<file path="config.mk">
export PLATFORM = sky130hd
export DESIGN_NAME = trig_scheduler
export DESIGN_NICKNAME = d
export VERILOG_FILES = /design/src/rtl/trig_scheduler.sv
export SDC_FILE = /design/constraint.sdc
export NUM_CORES = 1
export LEC_CHECK = 0
export ABC_CLOCK_PERIOD_IN_PS = 2900
export CAP_MARGIN = 20
export CORE_ASPECT_RATIO = 1.2
export CORE_UTILIZATION = 50
export DETAILED_ROUTE_END_ITERATION = 6
export GPL_ROUTABILITY_DRIVEN = 0
export PLACE_DENSITY_LB_ADDON = 0.15
export SLEW_MARGIN = 0
export SYNTH_ARGS = -nofsm -noshare
export SYNTH_HDL_FRONTEND = slang
export SYNTH_SLANG_ARGS = --single-unit
</file>
<file path="constraint.sdc">
create_clock -name clk -period 2.9 [get_ports clk]
set_clock_uncertainty 0.15 [all_clocks]
set_input_delay 0.58 -clock clk [delete_from_list [all_inputs] [get_ports clk]]
set_output_delay 0.58 -clock clk [all_outputs]
set_load 0.1 [all_outputs]
</file>
<file path="src/rtl/trig_scheduler.sv">
// Trigger scheduler: merges external requests and calibration bursts
// into pretrig/trigger sequences with a fixed lead and dead time.
module trig_scheduler #(
    parameter int PRE_WIDTH = 3,
    parameter int PRE_LEAD  = 5,
    parameter int DEAD_TIME = 16
) (
    input  logic        clk,
    input  logic        rst,
    input  logic        ena,
    input  logic        ext_req,
    input  logic        cal_start,
    input  logic [15:0] ntrig,
    input  logic [7:0]  gap,
    input  logic        busy_in,
    output logic        pretrig,
    output logic        trigger,
    output logic        src,
    output logic        ack,
    output logic        ext_drop,
    output logic        done,
    output logic        busy,
    output logic [15:0] trig_count
);

    localparam int CMAX = (PRE_LEAD > DEAD_TIME) ? PRE_LEAD : DEAD_TIME;
    localparam int CW   = $clog2(CMAX + 1);

    typedef enum logic [1:0] {
        IDLE,
        PRE,
        TRIG,
        DEAD
    } state_t;

    state_t        state;
    logic [CW-1:0] cnt;
    logic          ext_pend;
    logic [15:0]   cal_left;
    logic [7:0]    gap_cnt;
    logic [7:0]    gap_q;
    logic          cal_last;

    logic cal_due;
    logic go;
    logic acc_ext;
    logic acc_cal;
    logic cal_zero;

    assign cal_due  = (cal_left != 16'd0) && (gap_cnt == 8'd0);
    assign go       = (state == IDLE) && ena && !busy_in;
    assign acc_ext  = go && ext_pend;
    assign acc_cal  = go && !ext_pend && cal_due;
    assign cal_zero = cal_start && (cal_left == 16'd0)
                      && (ntrig == 16'd0);

    // Pending external request and calibration burst bookkeeping
    always_ff @(posedge clk) begin
        if (!rst) begin
            ext_pend <= 1'b0;
            ext_drop <= 1'b0;
            cal_left <= 16'd0;
            gap_cnt  <= 8'd0;
            gap_q    <= 8'd0;
            cal_last <= 1'b0;
        end else begin
            ext_drop <= ext_req && ext_pend && !acc_ext;
            if (acc_ext)
                ext_pend <= ext_req;
            else if (ext_req)
                ext_pend <= 1'b1;
            if (acc_cal) begin
                cal_left <= cal_left - 16'd1;
                gap_cnt  <= gap_q;
                cal_last <= (cal_left == 16'd1);
            end else if (cal_start && cal_left == 16'd0) begin
                cal_left <= ntrig;
                gap_cnt  <= gap;
                gap_q    <= gap;
            end else if (cal_left != 16'd0 && gap_cnt != 8'd0) begin
                gap_cnt <= gap_cnt - 8'd1;
            end
        end
    end

    // Sequence FSM with registered outputs
    always_ff @(posedge clk) begin
        if (!rst) begin
            state      <= IDLE;
            cnt        <= '0;
            pretrig    <= 1'b0;
            trigger    <= 1'b0;
            src        <= 1'b0;
            ack        <= 1'b0;
            done       <= 1'b0;
            busy       <= 1'b0;
            trig_count <= 16'd0;
        end else begin
            ack     <= 1'b0;
            trigger <= 1'b0;
            done    <= cal_zero;
            unique case (state)
                IDLE: begin
                    if (acc_ext || acc_cal) begin
                        state   <= PRE;
                        cnt     <= '0;
                        src     <= acc_cal;
                        ack     <= 1'b1;
                        pretrig <= 1'b1;
                        busy    <= 1'b1;
                    end
                end
                PRE: begin
                    if (cnt == CW'(PRE_LEAD - 1)) begin
                        state      <= TRIG;
                        pretrig    <= 1'b0;
                        trigger    <= 1'b1;
                        trig_count <= trig_count + 16'd1;
                    end else begin
                        cnt     <= cnt + CW'(1);
                        pretrig <= (int'(cnt) + 1 < PRE_WIDTH);
                    end
                end
                TRIG: begin
                    state <= DEAD;
                    cnt   <= '0;
                    if (src && cal_last)
                        done <= 1'b1;
                end
                DEAD: begin
                    if (cnt == CW'(DEAD_TIME - 1)) begin
                        state <= IDLE;
                        busy  <= 1'b0;
                    end else begin
                        cnt <= cnt + CW'(1);
                    end
                end
                default: state <= IDLE;
            endcase
        end
    end

endmodule

</file>
==> flow_metrics.env, run 1 <==
export IMPL_syn_area_per_cell_sq_um=8.44
export IMPL_grt_pass1_vias=2956
export IMPL_chipWidth_um=78.2
export IMPL_ios=53
export IMPL_start_util=0.515
export IMPL_syn_cell_area_sq_mm=0.00349
export IMPL_cts_clk_slew_worst_paths_ns=0.07
export IMPL_n_antenna_cell=0
export IMPL_endpoint_kind="register"
export IMPL_worstPathCellList="inv_1, ha_1, or3b_2, or4_4, mux2_2, a41oi_2, o21ai_1"
export IMPL_synth_most_common_cell="dfxtp_1"
export IMPL_status="completed"
export IMPL_synthXorXnorAreaFrac=0.0703
export IMPL_worst_pin_slew_ns=0.534
export IMPL_ys_types=64
export IMPL_p_per_area_mw_per_mm2=990
export IMPL_muxShareOfSynthArea=0.0176
export IMPL_postCtsSetupBuffers=0
export IMPL_slew_viol_final=0
export IMPL_cts_buffers=9
export IMPL_drive_gt1_frac=0.147
export IMPL_port_buffers=52
export IMPL_cts_max_level=3
export IMPL_post_route_period_util=0.914
export IMPL_setup_viol=0
export IMPL_ant_nets=0
export IMPL_synth_top_cell_by_area="dfxtp_1"
export IMPL_cts_sinks=64
export IMPL_dp_hpwl_mm=6.08
export IMPL_path_max_fanout=16
export IMPL_grt_pass1_wl_mm=13.9
export IMPL_synth_top_family_by_area="simple AND/OR/NAND/NOR gates"
export IMPL_grt_max_degree=26
export IMPL_synth_seq_cells=64
export IMPL_drc=0
export IMPL_setup_tns_final_ns=0
export IMPL_critical_path_class="reg2reg"
export IMPL_cts_root_buf="clkbuf_8"
export IMPL_worst_path_buf_inv=1
export IMPL_synth_fa_ha_area_frac=0.0502
export IMPL_routed_via_density=5.68
export IMPL_r2r_start="cal_left[0]"
export IMPL_grt_total_usage=0.243
export IMPL_postLayoutCellArea_sq_mm=0.00425
export IMPL_ys_async_sr_fraction=0
export IMPL_crit_start="cal_left[0]"
export IMPL_slew_headroom=0.643
export IMPL_crit_slowest_cell="or4_4"
export IMPL_cp_top_family="simple AND/OR/NAND/NOR gates"
export IMPL_period_needed_ns=2.65
export IMPL_nNetsFinal=516
export IMPL_arrival_ns=2.72
export IMPL_clockBufferDepth=2
export IMPL_antenna_found_initial=0
export IMPL_yosys_area_share_simple=0.281
export IMPL_min_from="gap_q[4]"
export IMPL_vias=3203
export IMPL_wl_per_cell_um=14.6
export IMPL_ys_flop_type="dfxtp_1"
export IMPL_placed_area_sq_mm=0.00408
export IMPL_synthTopCellsByArea="dfxtp_1 37%, nand2_1 6.1%, ha_1 5.0%"
export IMPL_first_iter_violations=105
export IMPL_start_kind="register"
export IMPL_core_sq_mm=0.00677
export IMPL_synth_fp_nets=457
export IMPL_clk_latency_ns=0.35
export IMPL_post_cts_resized=0
export IMPL_synth_compound_area_share=0.166
export IMPL_fmax_mhz=377
export IMPL_final_hold_viol_count=0
export IMPL_synthCells=413
export IMPL_overflow=0
export IMPL_synth_top_cell_area_share=0.367
export IMPL_dieHeight_um=93.5
export IMPL_drt_pass1_iter_count=4
export IMPL_synth_edf_count=0
export IMPL_p_leak_uw=0.00161
export IMPL_die_area_sq_mm=0.00731
export IMPL_ir_drop_mv=0.682
export IMPL_worstPathRequired_ns=2.97
export IMPL_min_path_type="reg2reg"
export IMPL_rsz0062_at_grt="false"
export IMPL_ys_seq_area_frac=0.367
export IMPL_ctsHoldBuffers=0
export IMPL_synth_common_cells="64 x dfxtp_1, 57 x nand2_1, 28 x nor2_1, 17 x a21oi_1, 17 x nand3_1"
export IMPL_routed_wl_mm=8.25
export IMPL_cts_tree="done"
export IMPL_maxCapViolations=0
export IMPL_synth_warnings=0
export IMPL_max_stage_delay_ns=0.57
export IMPL_fp_row_count=33
export IMPL_areaGrowthSynthToFinish_pct=21.8
[through the flow]
step           utilization  power (uW)  worst slack (ns)  cells  hold WS (ns)
4_1_cts              0.627        4220             0.248    564         0.305
6_report             0.627        4200             0.249    564         0.302
3_3_place_gp         0.602        3490             0.181    548         0.289
2_1_floorplan            -        3040             0.462    413         0.280
5_1_grt              0.627        4540            0.0338    564         0.331
3_5_place_dp         0.602        3520             0.138    548         0.295
[worst paths after layout]
check | end | slack [ns] | depth (start not counted)
setup / recovery | gap_cnt[6] | 0.25 | 7
hold / removal | gap_q[4] | 0.30 | 2
setup reg to reg | gap_cnt[6] | 0.25 | 7
hold reg to reg | gap_q[4] | 0.30 | 2
[final cells by class]
type	instances	area (sq um)
Multi-Input combinational cell	312	2040
Clock buffer	9	124
Clock inverter	7	47.5
Timing Repair Buffer	68	583
Sequential cell	64	1280
Tap cell	87	109
Fill cell	607	2520
Inverter	17	63.8
[logic make-up (layout without fill, tap and decap cells)]
| logic type | Yosys count | in the layout |
|---|---|---|
| AO/OA/AOI/OAI | 84 | 84 |
| flip-flops | 64 | 64 |
| adder cells (fa/ha/maj) | 14 | 14 |
| multiplexers | 6 | 6 |
| AND/OR/NAND/NOR | 180 | 180 |
| buffers and inverters | 37 | 101 |
| XOR/XNOR | 28 | 28 |
[flip-flops by register name (all words and copies together) (netlist names), 2 cells and up]
name        count
cal_left       16
trig_count     16
gap_cnt         8
gap_q           8
cnt             5
state           2
[per-layer routing]
metal	vias to the layer above	global-route usage	part of all wire
li1	1603	-	-
met1	1502	0.293	0.45
met2	79	0.406	0.48
met3	19	0.0439	0.041
met4	0	0.137	0.026
met5	-	0	0
[cell usage in the layout, fill, tap and decap left out, drive strengths merged, types with 11 or more instances in the layout]
cell / Yosys / final
a21oi: 18 / 18
nand4: 14 / 14
dfxtp: 64 / 64
a21boi: 21 / 21
o21ai: 15 / 15
xor2: 14 / 14
xnor2: 14 / 14
nand2: 59 / 59
ha: 14 / 14
inv: 16 / 17
clkdlybuf4s50: 0 / 29
nor4: 13 / 13
nor3: 11 / 11
nor2: 29 / 29
buf: 5 / 39
nand3: 17 / 17
[report_power, final]
part | internal [uW] | switching [uW] | total, uW | leakage [uW]
Clock | 309 | 373 | 682 | 0.0000854
Sequential | 1070 | 181 | 1250 | 0.000521
Combinational | 917 | 1350 | 2270 | 0.00100
[worst min-delay path, cell delays in order, from the launching register on]
cell	delay, ns
dfxtp_1	0.31
nand2_1	0.05
a21boi_1	0.05
(Power assumes the default switching activity.)
==> run 2: changes to the inputs <==
- CORE_ASPECT_RATIO: 1.2 -> 1.1
==> run 2 against run 1 <==
Design area grew 0.32%. Clock power grew 18%. Largest power group unchanged. Global-route usage shrank 0.60 points. Clock-buffer cell count grew 2. Sequential share of layout area shrank 0.097 points. Sequential power is essentially flat. Die area is essentially flat. Fmax shrank 1.0%. Routed wire length shrank 2.7%. Sequential cell count is the same. Power grew 2.5%.
==> flow_metrics.env, run 2 (same netlist as run 1, synthesis figures left out) <==
export IMPL_dp_hpwl_mm=5.82
export IMPL_clockBufferDepth=2
export IMPL_first_iter_violations=112
export IMPL_core_sq_mm=0.00667
export IMPL_ios=53
export IMPL_post_cts_resized=0
export IMPL_finalWorstSetupSlack_ns=0.221
export IMPL_cts_buffers=9
export IMPL_wl_per_cell_um=14.4
export IMPL_routed_wl_mm=8.02
export IMPL_ctsHoldBuffers=0
export IMPL_num_fill_cells=618
export IMPL_grt_pass1_vias=2840
export IMPL_pwr_share_comb=0.522
export IMPL_slew_viol_final=0
export IMPL_p_sw_uw=1890
export IMPL_antenna_found_initial=0
export IMPL_slew_headroom=0.714
export IMPL_final_cells=557
export IMPL_p_per_area_mw_per_mm2=1010
export IMPL_final_hold_viol_count=0
export IMPL_setup_viol=0
export IMPL_worst_pin_slew_ns=0.429
export IMPL_start_kind="register"
export IMPL_switching_share=0.438
export IMPL_path_max_fanout=15
export IMPL_areaGrowthSynthToFinish_pct=22.2
export IMPL_max_stage_delay_ns=0.69
export IMPL_setup_tns_final_ns=0
export IMPL_critical_path_class="reg2reg"
export IMPL_post_route_period_util=0.924
export IMPL_chipWidth_um=81.6
export IMPL_routed_via_density=5.72
export IMPL_internal_power_uw=2420
export IMPL_reg_top3="cal_left (16), trig_count (16)"
export IMPL_pre_cts_ws_ns=0.143
export IMPL_fp_row_count=31
export IMPL_p_leak_uw=0.00162
export IMPL_clk_latency_ns=0.34
export IMPL_grt_pass1_wl_mm=13.3
export IMPL_rsz0062_at_grt="false"
export IMPL_endpoint_kind="register"
export IMPL_cts_root_buf="clkbuf_8"
export IMPL_final_cell_mix="64 x dfxtp_1, 57 x nand2_1, 37 x buf_4"
export IMPL_mostFrequentLayoutCell="dfxtp_1"
export IMPL_clock_power_share=0.187
export IMPL_ant_nets=0
export IMPL_cts_tree="done"
export IMPL_nNetsFinal=514
export IMPL_n_antenna_cell=0
export IMPL_holdWs_ns=0.304
export IMPL_die_area_sq_mm=0.00731
export IMPL_port_buffers=52
export IMPL_postCtsSetupBuffers=0
export IMPL_ir_drop_mv=0.584
export IMPL_drt_pass1_iter_count=4
export IMPL_place_inst=541
export IMPL_min_path_type="reg2reg"
export IMPL_drc=0
export IMPL_worstPathRequired_ns=3.02
export IMPL_crit_slowest_cell="or4_4"
export IMPL_grt_total_usage=0.237
export IMPL_dieHeight_um=89.6
export IMPL_worstPathCellList="or4_1, or4_4, buf_4, nor2_8, nand2_1, a31oi_1"
export IMPL_vias=3186
export IMPL_arrival_ns=2.80
export IMPL_grt_max_degree=28
export IMPL_cp_top_family="simple AND/OR/NAND/NOR gates"
export IMPL_status="completed"
export IMPL_cts_clk_slew_worst_paths_ns=0.07
export IMPL_worst_path_buf_inv=1
export IMPL_post_route_util=0.639
export IMPL_drive_gt1_frac=0.143
export IMPL_start_util=0.523
export IMPL_maxCapViolations=0
export IMPL_period_needed_ns=2.68
export IMPL_pwr_share_seq=0.291
export IMPL_fmax_mhz=373
export IMPL_cts_max_level=3
export IMPL_cts_sinks=64
export IMPL_overflow=0
## run 2: changes by cell type in the layout (fill, tap and decap cells not counted)
cell       previous run  this run
inv_6                 1         0
clkinv_2              3         2
bufinv_16             0         1
clkinv_4              1         0
clkbuf_8              9        11
buf_4                39        37
## run 2: through the flow
step,power [uW],cell area (sq um)
final,4310,4260
after global routing,4630,4260
after CTS,4310,4260
after detailed placement,3500,4060
after global placement,3460,4060
after floorplan,3040,3490
## run 2: metal layers
metal	track usage	share of wire
met1	0.307	0.47
met2	0.395	0.48
met3	0.0394	0.038
met4	0.0925	0.016
met5	0	0
## run 2: layout make-up
type | count | area (sq um) | share of cell area
Sequential cell | 64 | 1280 | 0.301
Clock buffer | 11 | 151 | 0.0355
Tap cell | 82 | 103 | 0.0241
Multi-Input combinational cell | 312 | 2040 | 0.479
Clock inverter | 5 | 55.1 | 0.0129
Inverter | 17 | 63.8 | 0.0150
Timing Repair Buffer | 66 | 568 | 0.133
## run 2: tightest hold or removal path: stages, from the launching register on
cell and delay [ns]:
dfxtp_1 0.31, nand2_1 0.05, a21oi_1 0.05
## run 2: worst paths after layout
| kind | end | cells past startpoint | from | slack (ns) |
|---|---|---|---|---|
| hold / removal | cal_last | 2 | cal_last | 0.30 |
| setup / recovery | gap_cnt[0] | 6 | cal_left[2] | 0.22 |
| setup reg to reg | gap_cnt[0] | 6 | cal_left[2] | 0.22 |
| hold reg to reg | cal_last | 2 | cal_last | 0.30 |
## run 2: power groups by stage
stage	logic (uW)	clock network [uW]	registers (uW)
final	2250	805	1250
after floorplan	1760	0	1280
after detailed placement	2230	0	1270
after global placement	2190	0	1270
after global routing	2480	857	1290
after CTS	2250	811	1250
==> run 3: changes to the inputs <==
- ABC_CLOCK_PERIOD_IN_PS: 2900 -> not set
==> results of run 3 <==
No change in the layout: final DEF, timing and power equal those of run 2.
